--- src/rtl/ps2_host_tx.sv ---
// PS/2 host-to-device transmitter: inhibits the clock, issues request-to-send,
// shifts a command byte out on device clock falling edges and checks the ACK.
module ps2_host_tx #(
  parameter int INHIBIT_CYCLES = 5000,
  parameter int TIMEOUT_CYCLES = 1000000
) (
  input  logic       clk,
  input  logic       resetn,
  input  logic       ps2_clk,
  input  logic       ps2_data,
  output logic       ps2_clk_oe,
  output logic       ps2_data_oe,
  input  logic [7:0] tx_data,
  input  logic       tx_valid,
  output logic       tx_ready,
  output logic       done,
  output logic       err
);

  localparam int CNT_MAX = (INHIBIT_CYCLES > TIMEOUT_CYCLES) ? INHIBIT_CYCLES : TIMEOUT_CYCLES;
  localparam int CNT_W   = $clog2(CNT_MAX + 1);
  localparam logic [CNT_W-1:0] INHIBIT_LAST = CNT_W'(INHIBIT_CYCLES - 1);
  localparam logic [CNT_W-1:0] TIMEOUT_LAST = CNT_W'(TIMEOUT_CYCLES - 1);

  typedef enum logic [2:0] {
    S_IDLE,
    S_INHIBIT,
    S_RTS,
    S_BITS,
    S_ACK,
    S_WAIT_IDLE
  } state_e;

  state_e           r_state;
  logic [2:0]       r_clk_sync;
  logic [2:0]       r_data_sync;
  logic [8:0]       r_shift;
  logic [3:0]       r_bit_cnt;
  logic [CNT_W-1:0] r_cnt;
  logic             r_clk_oe;
  logic             r_data_oe;
  logic             r_tx_ready;
  logic             r_done;
  logic             r_err;

  logic w_fall;
  logic w_lines_idle;
  logic w_active;
  logic w_event;
  logic w_timeout;

  assign w_fall       = (r_clk_sync[2:1] == 2'b10);
  assign w_lines_idle = r_clk_sync[2] & r_data_sync[2];
  assign w_active     = r_state inside {S_RTS, S_BITS, S_ACK, S_WAIT_IDLE};
  // The qualifying event that restarts the watchdog differs only in WAIT_IDLE.
  assign w_event      = (r_state == S_WAIT_IDLE) ? w_lines_idle : w_fall;
  assign w_timeout    = w_active && !w_event && (r_cnt == TIMEOUT_LAST);

  // NOTE: the async reset branch releases both open-drain lines the instant
  // resetn falls, without waiting for a clock edge.
  always_ff @(posedge clk or negedge resetn) begin
    if (!resetn) begin
      r_state     <= S_IDLE;
      r_clk_sync  <= 3'b111;
      r_data_sync <= 3'b111;
      r_shift     <= '0;
      r_bit_cnt   <= '0;
      r_cnt       <= '0;
      r_clk_oe    <= 1'b0;
      r_data_oe   <= 1'b0;
      r_tx_ready  <= 1'b1;
      r_done      <= 1'b0;
      r_err       <= 1'b0;
    end else begin
      // NOTE: non-blocking assignments so every branch sees pre-edge values.
      r_clk_sync  <= {r_clk_sync[1:0], ps2_clk};
      r_data_sync <= {r_data_sync[1:0], ps2_data};
      r_done      <= 1'b0;
      r_err       <= 1'b0;

      if (w_timeout) begin
        r_err      <= 1'b1;
        r_clk_oe   <= 1'b0;
        r_data_oe  <= 1'b0;
        r_state    <= S_IDLE;
      end else begin
        case (r_state)
          S_IDLE: begin
            r_tx_ready <= 1'b1;
            r_cnt      <= '0;
            r_bit_cnt  <= '0;
            if (tx_valid && r_tx_ready) begin
              r_shift    <= {~^tx_data, tx_data};
              r_tx_ready <= 1'b0;
              r_clk_oe   <= 1'b1;
              r_state    <= S_INHIBIT;
            end
          end

          S_INHIBIT: begin
            if (r_cnt == INHIBIT_LAST) begin
              r_cnt     <= '0;
              r_clk_oe  <= 1'b0;
              r_data_oe <= 1'b1;
              r_state   <= S_RTS;
            end else begin
              r_cnt <= r_cnt + 1'b1;
            end
          end

          // Shift register is back-filled with ones so edge 10 drives the stop bit.
          S_RTS, S_BITS: begin
            if (w_fall) begin
              r_cnt     <= '0;
              r_data_oe <= ~r_shift[0];
              r_shift   <= {1'b1, r_shift[8:1]};
              r_bit_cnt <= r_bit_cnt + 4'd1;
              r_state   <= (r_bit_cnt == 4'd9) ? S_ACK : S_BITS;
            end else begin
              r_cnt <= r_cnt + 1'b1;
            end
          end

          S_ACK: begin
            if (w_fall) begin
              r_cnt <= '0;
              if (!r_data_sync[2]) begin
                r_state <= S_WAIT_IDLE;
              end else begin
                r_err   <= 1'b1;
                r_state <= S_IDLE;
              end
            end else begin
              r_cnt <= r_cnt + 1'b1;
            end
          end

          S_WAIT_IDLE: begin
            if (w_lines_idle) begin
              r_done  <= 1'b1;
              r_state <= S_IDLE;
            end else begin
              r_cnt <= r_cnt + 1'b1;
            end
          end

          default: r_state <= S_IDLE;
        endcase
      end
    end
  end

  assign ps2_clk_oe  = r_clk_oe;
  assign ps2_data_oe = r_data_oe;
  assign tx_ready    = r_tx_ready;
  assign done        = r_done;
  assign err         = r_err;

endmodule

--- config.mk ---
export PLATFORM = sky130hd
export DESIGN_NAME = ps2_host_tx
export DESIGN_NICKNAME = d
export VERILOG_FILES = /design/src/rtl/ps2_host_tx.sv
export SDC_FILE = /design/constraint.sdc
export NUM_CORES = 1
export LEC_CHECK = 0
export ABC_AREA = 1
export BUFFER_PORTS_ARGS = -buffer_cell sky130_fd_sc_hd__buf_2
export CORE_MARGIN = 2
export CORE_UTILIZATION = 50
export CTS_BUF_LIST = sky130_fd_sc_hd__clkbuf_16
export CTS_CLUSTER_DIAMETER = 50
export DETAILED_ROUTE_END_ITERATION = 7
export GPL_ROUTABILITY_DRIVEN = 0
export GPL_TIMING_DRIVEN = 0
export PLACE_DENSITY_LB_ADDON = 0.1
export SYNTH_ARGS = -nofsm -noshare
export SYNTH_HDL_FRONTEND = slang
export SYNTH_SLANG_ARGS = --single-unit
--- constraint.sdc ---
create_clock -name clk -period 2.4 [get_ports clk]
set_input_delay 0.24 -clock clk [delete_from_list [all_inputs] [get_ports clk]]
set_output_delay 0.24 -clock clk [all_outputs]
set_load 0.01 [all_outputs]
# == Word level (Yosys, flattened, before mapping) ==
# Cells that the tools add are included.
# classes
n_reduce_logical,20
n_bitwise,3
eq_ne,17
n_mux,35
addsub,2
# ops
cell,n
20-bit one-hot mux with 4 select lines,1
20-bit two-way mux,3
3-bit two-way mux,8
"20-bit by 1-bit adder with 20-bit output, second input constant",1
"20-bit by 13-bit == test with 1-bit output, second input constant",1
"20-bit == test, second input constant",1
9-bit two-way mux,2
9-bit one-hot mux with 2 select lines,1
1-bit two-way mux,15
"3-bit inequality test, second input constant",5
3-bit one-hot mux with 5 select lines,1
3-bit AND reduction,4
4-bit one-hot mux with 2 select lines,1
4-bit nonzero test,2
8-bit XNOR reduction,1
"3-bit by 2-bit == test with 1-bit output, second input constant",2
"3-bit == test, second input constant",2
"2-bit inequality test, second input constant",3
3-bit nonzero test,2
5-bit AND reduction,1
"4-bit by 1-bit adder with 4-bit output, second input constant",1
"4-bit == test, second input constant",1
4-bit two-way mux,1
1-bit one-hot mux with 2 select lines,2
12 further kinds,15
# totals
in_bits,13
out_inout_bits,5
ff_bits,47
elab_cells,88

# == Logic depth before layout (Yosys ltp) ==
# Gate-level depths: netlist (run 1).
# depth
word_depth,7
depth_mapped,12
mapped_depth_nobuf,11

# == Worst setup path before layout (run 1) ==
# No wires, ideal clock.
# synth_timing
path_kind,flip-flop to flip-flop
from,register r_cnt[0]
to,register r_cnt[2]
required_time_ns,2.282
path_slack_ns,0.745
path_buffers,1
arrival_time_ns,1.537
period_less_slack_ns,1.655
stages_incl_launch_ff,10
setup_ns,0.118
cell_sequence,dfrtp_1 -> ha_1 -> nand3_1 -> nor2_1 -> nand3_1 -> nor2_4 -> nor2_8 -> buf_4 -> nand4_1 -> nand2_1
# synth_via
elab_chain_len,4
word_cells_on_any_way,10
cone_classes,add/sub (1); eq/ne (2); mux (4); bitwise (1); reduce/logical (2)
# synth_rtl
item,line,rtl
start: declaration,39,logic [CNT_W-1:0] r_cnt;
start signal: assignment,107,r_cnt <= r_cnt + 1'b1;
start signal: assignment,120,r_cnt <= r_cnt + 1'b1;
start signal: assignment,134,r_cnt <= r_cnt + 1'b1;
"parallel branches: the longest is 4 deep, another holds 20-bit by 1-bit adder with 20-bit output",n/a,
# Several ways; the timed one is not identified. The select of a mux whose other input is x is not followed.
# A chain may end at the register's enable or synchronous reset.

# == Worst setup path after layout (run 1) ==
# layout_timing
from,register r_cnt[0]
to,register r_cnt[17]
# Same word-level chain as after synthesis.

==> impl_metrics.ini, run 1 <==
[outcome]
status = completed

[die]
fp.dieH_um = 82.7
core_area_mm2 = 0.00596
initial_core_util_pct = 52.1
rows = 28
ios = 18
die_area_mm2 = 0.00685
die_w_um = 82.7

[power]
pwr_density_cell_mw_per_mm2 = 844
p_leak_nw = 1.59
ir_worst_vdd_mv = 0.492

[critical_path]
crit_fanout = 10
arrival_ns = 2.38
crit_top_cell = nand3_1
reg2reg_slack_ns = 0.23
start_kind = register
path_cells = ha_1 -> nand3_1 -> nor2_1 -> nand3_1 -> nor2_4 -> nor2_8 -> inv_2 -> buf_4 -> nand2_1 -> o21ai_1
worstSetupPathType = reg2reg
crit_buf_inv = 2
r2r_start = r_cnt[0]$_DFFE_PN0P_
crit_family = simple AND/OR/NAND/NOR gates
worstPathRequired_ns = 2.62
slowest_delay_ns = 0.44
rr_worst_depth = 10
cp_slowest_cell = dfrtp_1
r2r-end = r_cnt[17]$_DFFE_PN0P_
crit_path_end_kind = register

[finish]
diodes = 0
nNetsFinal = 483
regArea_mm2 = 0.00118
num-fill-cells = 563
syn2layout_area_growth_pct = 11.3
drive_gt1_share_pct = 12.0
multi_input_area_mm2 = 0.00165

[drt]
drt.antenna.violating_nets = 0
routedWlPerCell_um = 13.8
drtIter0Drc = 446
viasPerCell = 5.55
dr.pass1.iters = 6
drt_wl_total_um = 7500
drc = 0
via_count = 3013

[cts]
insertion_delay_ns = 0.29
cts.sinks = 47
postCtsHoldBufs = 0
clk_pin_slew_ns = 0.07
cts_tree = built
cts_root_buf = clkbuf_16
cts_made_buffers = 5
post_cts_buffers = 0
cts.path.max_buffers = 2
post_cts_resized = 0
htree_levels = 2

[global_route]
grt_pass1_vias = 2723
grt_use_met2_pct = 38.1
use_met1_pct = 36.5
grt_pass1_wl_um = 13000
use_met3_pct = 3.59
top_usage_layer = met2
grtUsageTotal_pct = 24.7
grt_max_degree = 48
antenna_found_initial = 0
gr-total-overflow = 0

[sta]
max_freq_ghz = 0.462
finalSetupTns_ns = 0
finalSetupViolCount = 0
setup_ws_ns = 0.234
grt_setup_unrepaired = no
fin_worst_skew_ns = 0.00482
period_minus_slack_ns = 2.17
relSlewSlack_pct = 31.9
hold_viol_final = 0
worst_slew_pin_slew_ns = 1.02
min_period_over_period_pct = 90.3
maxSlewViolCount = 0

[yosys]
synth_edf_count = 0
synth_fp_nets = 459
ys.flop_type = dfrtp_1
postSynthCellCount = 443
ys_warn_count = 0
synth_cell_types = 33
postSynthAreaPerCell_um2 = 7.00
syn_area_mm2 = 0.00310
async_flop_share_pct = 100
yosys_register_bits = 47
seq_area_frac_synth_pct = 38.2

[worst_hold_path]
worstHoldStart = ps2_clk
whs_path_depth = 1
hold_class = in2reg
holdPathEnd = r_clk_sync[0]$_DFF_PN1_

[placement]
dp_hpwl_um = 5540
io_buffers = 17
pre_cts_ws_ns = 0.319

[flow_run]
max_cap_violations = 0
placed cells by master (no fill, tap or decap), drive strengths merged, types with 25 or more instances in the layout:
cell type,netlist,layout
buf,10,27
inv,53,54
nand2,112,112
nand3,62,62
o21ai,31,31
nor2,51,51
nand4,25,25
dfrtp,40,40
report_power, final:
part / internal [W] / switching (W)
Sequential: 0.000980 / 0.000117
Combinational: 0.000334 / 0.000677
Clock: 0.000495 / 0.000309
Total: 0.00181 / 0.00110
worst reg2reg max path: stages (launching register included):
cell and delay, ns:
dfrtp_1 0.44, ha_1 0.39, nand3_1 0.22, nor2_1 0.17, nand3_1 0.17, nor2_4 0.23
nor2_8 0.08, inv_2 0.08, buf_4 0.17, nand2_1 0.07, o21ai_1 0.07
how the worst max path moves through the flow:
stage | from | end | slack (ns) | cells past startpoint
6_report | r_cnt[0]$_DFFE_PN0P_ | r_cnt[17]$_DFFE_PN0P_ | 0.23 | 10
5_1_grt | r_cnt[0]$_DFFE_PN0P_ | r_cnt[17]$_DFFE_PN0P_ | 0.08 | 10
4_1_cts | r_cnt[0]$_DFFE_PN0P_ | r_cnt[16]$_DFFE_PN0P_ | 0.30 | 10
3_3_place_gp | r_cnt[0]$_DFFE_PN0P_ | r_cnt[1]$_DFFE_PN0P_ | 0.34 | 9
2_1_floorplan | r_cnt[0]$_DFFE_PN0P_ | r_cnt[2]$_DFFE_PN0P_ | 0.75 | 9
3_5_place_dp | r_cnt[0]$_DFFE_PN0P_ | r_cnt[16]$_DFFE_PN0P_ | 0.32 | 10
synth_stat cells, types with 8 or more instances:
| cell | count | share of area [%] |
|---|---|---|
| nand2_1 | 112 | 14 |
| nand3_1 | 60 | 9.7 |
| inv_1 | 48 | 5.8 |
| nor2_1 | 45 | 5.4 |
| dfrtp_1 | 40 | 32 |
| nand4_1 | 25 | 5.0 |
| o21ai_0 | 18 | 2.9 |
| o21ai_1 | 12 | 1.9 |
| a21oi_1 | 8 | 1.3 |
| nor3_1 | 8 | 1.3 |
| xor2_1 | 8 | 2.3 |
through the flow:
stage / instances / util [%] / total power [W] / hold WS [ns] / area (um2)
after floorplan: 443 / - / 0.00184 / -0.0556 / 3100
after global placement: 535 / 55.1 / 0.00209 / 0.345 / 3280
after detailed placement: 535 / 55.1 / 0.00212 / 0.346 / 3280
after CTS: 543 / 57.9 / 0.00293 / 0.0386 / 3450
after global routing: 543 / 57.9 / 0.00313 / 0.0319 / 3450
final: 543 / 57.9 / 0.00291 / 0.0427 / 3450
area by class of cell:
class,instances,share of cell area [%]
multi-input cells,330,47.7
flip-flops and latches,47,34.3
inverters,53,5.77
clock buffers,5,3.63
well taps,75,2.72
repair buffers,17,2.47
plain buffers,13,2.03
clock inverters,3,1.34
state kept, by name (all words and copies together) (netlist names):
name,count
tx_ready,1
r_data_sync,3
r_shift,9
r_cnt,20
ps2_data_oe,1
r_clk_sync,3
r_state,3
done,1
ps2_clk_oe,1
r_bit_cnt,4
err,1
cell families (layout without fill, tap and decap cells):
logic type | Yosys count | in the layout | share of synthesized area, %
AND/OR/NAND/NOR | 260 | 260 | 38.1
AO/OA/AOI/OAI | 52 | 52 | 9.52
XOR/XNOR | 14 | 14 | 3.95
multiplexers | 1 | 1 | 0.323
flip-flops | 47 | 47 | 38.2
buffers and inverters | 66 | 91 | 8.68
adder cells (fa/ha/maj) | 3 | 3 | 1.21
per-layer routing:
layer  vias to the layer above  wire (um)
li1                       1512          -
met1                      1369       3560
met2                       116       3260
met3                        16        528
met4                         0        148
met5                         -          0
(Power assumes the default switching activity.)
==> inputs of run 2 (changes only) <==
Settings changed: GPL_TIMING_DRIVEN 0 to unset.
==> run 2 against run 1 <==
  * Die area unchanged
  * Register-to-register slack improved by 0.18 ns
  * Sequential power about the same
  * Setup slack improved by 0.18 ns
  * Non-clock buffer count decreased by 8
  * Sequential share of layout area increased by 0.57 points
  * First-iteration DRC count decreased by 21%
  * Via count decreased by 2.3%
  * Power decreased by 3.0%
  * Wire length increased by 0.49%
  * Critical endpoint is now r_cnt[0]$_DFFE_PN0P_
  * Largest cell class unchanged
  * Highest routed layer unchanged
==> impl_metrics.ini, run 2 (synthesis results as in run 1) <==
[finish]
nNetsFinal = 475
fin_util_pct = 57.0
syn2layout_area_growth_pct = 9.48
drive_gt1_share_pct = 11.3
diodes = 0
regArea_mm2 = 0.00118
multi_input_area_mm2 = 0.00165
largest_reg_flops = 20
num-fill-cells = 582
mostFrequentLayoutCell = nand2_1
largestRegisters = r_cnt x20, r_shift x9, r_bit_cnt x4
top_register = r_cnt
final_cell_mix = nand2_1, nand3_1, inv_1

[power]
ir_worst_vdd_mv = 0.490
p_leak_nw = 1.56
pwr_density_cell_mw_per_mm2 = 832

[drt]
via_count = 2945
drc = 0
drt.antenna.violating_nets = 0
viasPerCell = 5.50
routedWlPerCell_um = 14.1
drt_wl_total_um = 7530
dr.pass1.iters = 6
drtIter0Drc = 353

[critical_path]
crit_family = simple AND/OR/NAND/NOR gates
start_kind = register
crit_path_end_kind = register
worstPathRequired_ns = 2.63
r2r_start = r_state[2]$_DFFE_PN0P_
crit_fanout = 27
crit_cells = 9
crit_end = r_cnt[0]$_DFFE_PN0P_
reg2reg_slack_ns = 0.41
r2r-end = r_cnt[0]$_DFFE_PN0P_
critPathLaunch = r_state[2]$_DFFE_PN0P_
worstSetupPathType = reg2reg
rr_worst_depth = 9
cp_slowest_cell = dfrtp_1
crit_buf_inv = 2
slowest_delay_ns = 0.47
arrival_ns = 2.21
path_cells = nor2_1 -> inv_2 -> nand2_1 -> nand3_2 -> nor2_4 -> nor2_8 -> inv_2 -> nor2_1 -> a21oi_1

[global_route]
gr-total-overflow = 0
grt_max_degree = 48
antenna_found_initial = 0
grt_pass1_wl_um = 12600
grtUsageTotal_pct = 24.4
grt_pass1_vias = 2558

[sta]
hold_viol_final = 0
finalSetupViolCount = 0
period_minus_slack_ns = 1.99
relSlewSlack_pct = 60.4
grt_setup_unrepaired = no
setup_ws_ns = 0.414
fin_worst_skew_ns = 0.00632
maxSlewViolCount = 0
max_freq_ghz = 0.504
finalSetupTns_ns = 0
worst_slew_pin_slew_ns = 0.594
min_period_over_period_pct = 82.7

[die]
rows = 28
fp.dieH_um = 82.7
initial_core_util_pct = 52.1
die_area_mm2 = 0.00685
ios = 18
die_w_um = 82.7
core_area_mm2 = 0.00596

[cts]
cts_made_buffers = 5
cts.sinks = 47
clk_pin_slew_ns = 0.07
post_cts_buffers = 0
post_cts_resized = 0
cts_root_buf = clkbuf_16
insertion_delay_ns = 0.30
htree_levels = 2
cts.path.max_buffers = 2
postCtsHoldBufs = 0
cts_tree = built

[outcome]
status = completed

[placement]
pre_cts_ws_ns = 0.463
dp_hpwl_um = 5500
io_buffers = 17

[worst_hold_path]
hold_class = in2async

[flow_run]
max_cap_violations = 0
-- run 2: power breakdown --
part / switching, W / internal [W] / total [W]
clock network: 0.000333 / 0.000391 / 0.000724
logic: 0.000670 / 0.000337 / 0.00101
registers: 0.000114 / 0.000980 / 0.00109
-- run 2: worst reg2reg max path: cells and delay by family (launching register included) --
family          cells  cell delay, ns
simple gates        6            1.01
flops               1            0.47
buf+inv             2            0.33
compound gates      1            0.11
-- run 2: area by class of cell --
class | instances | area share (%)
Sequential cell | 47 | 34.9
Tap cell | 75 | 2.76
Timing Repair Buffer | 22 | 3.61
Clock inverter | 3 | 0.663
Inverter | 53 | 5.86
Multi-Input combinational cell | 330 | 48.5
Clock buffer | 5 | 3.69
-- run 2: routing by layer --
metal / track usage (%) / vias to the layer above / part of all wire, %
met2: 35.5 / 109 / 43
met5: 0 / - / 0
met1: 37.0 / 1328 / 49
li1: - / 1498 / -
met4: 7.38 / 0 / 1.5
met3: 3.70 / 10 / 6.8
-- run 2: metrics by stage --
stage / total power, W / instances / hold WS, ns / cell area [um2]
after global routing: 0.00301 / 535 / 0.0324 / 3390
final: 0.00282 / 535 / 0.0316 / 3390
after floorplan: 0.00184 / 443 / -0.0556 / 3100
after global placement: 0.00209 / 527 / 0.345 / 3250
after detailed placement: 0.00211 / 527 / 0.346 / 3250
after CTS: 0.00283 / 535 / 0.0338 / 3390
-- run 2: how the worst min path moves through the flow --
stage	start	depth (start not counted)	slack, ns	end
after floorplan	resetn	0	-0.06	done$_DFF_PN0_
after global placement	ps2_data	1	0.35	r_data_sync[0]$_DFF_PN1_
after detailed placement	ps2_data	1	0.35	r_data_sync[0]$_DFF_PN1_
after CTS	ps2_data	1	0.03	r_data_sync[0]$_DFF_PN1_
after global routing	ps2_clk	1	0.03	r_clk_sync[0]$_DFF_PN1_
final	resetn	2	0.03	r_bit_cnt[2]$_DFFE_PN0P_
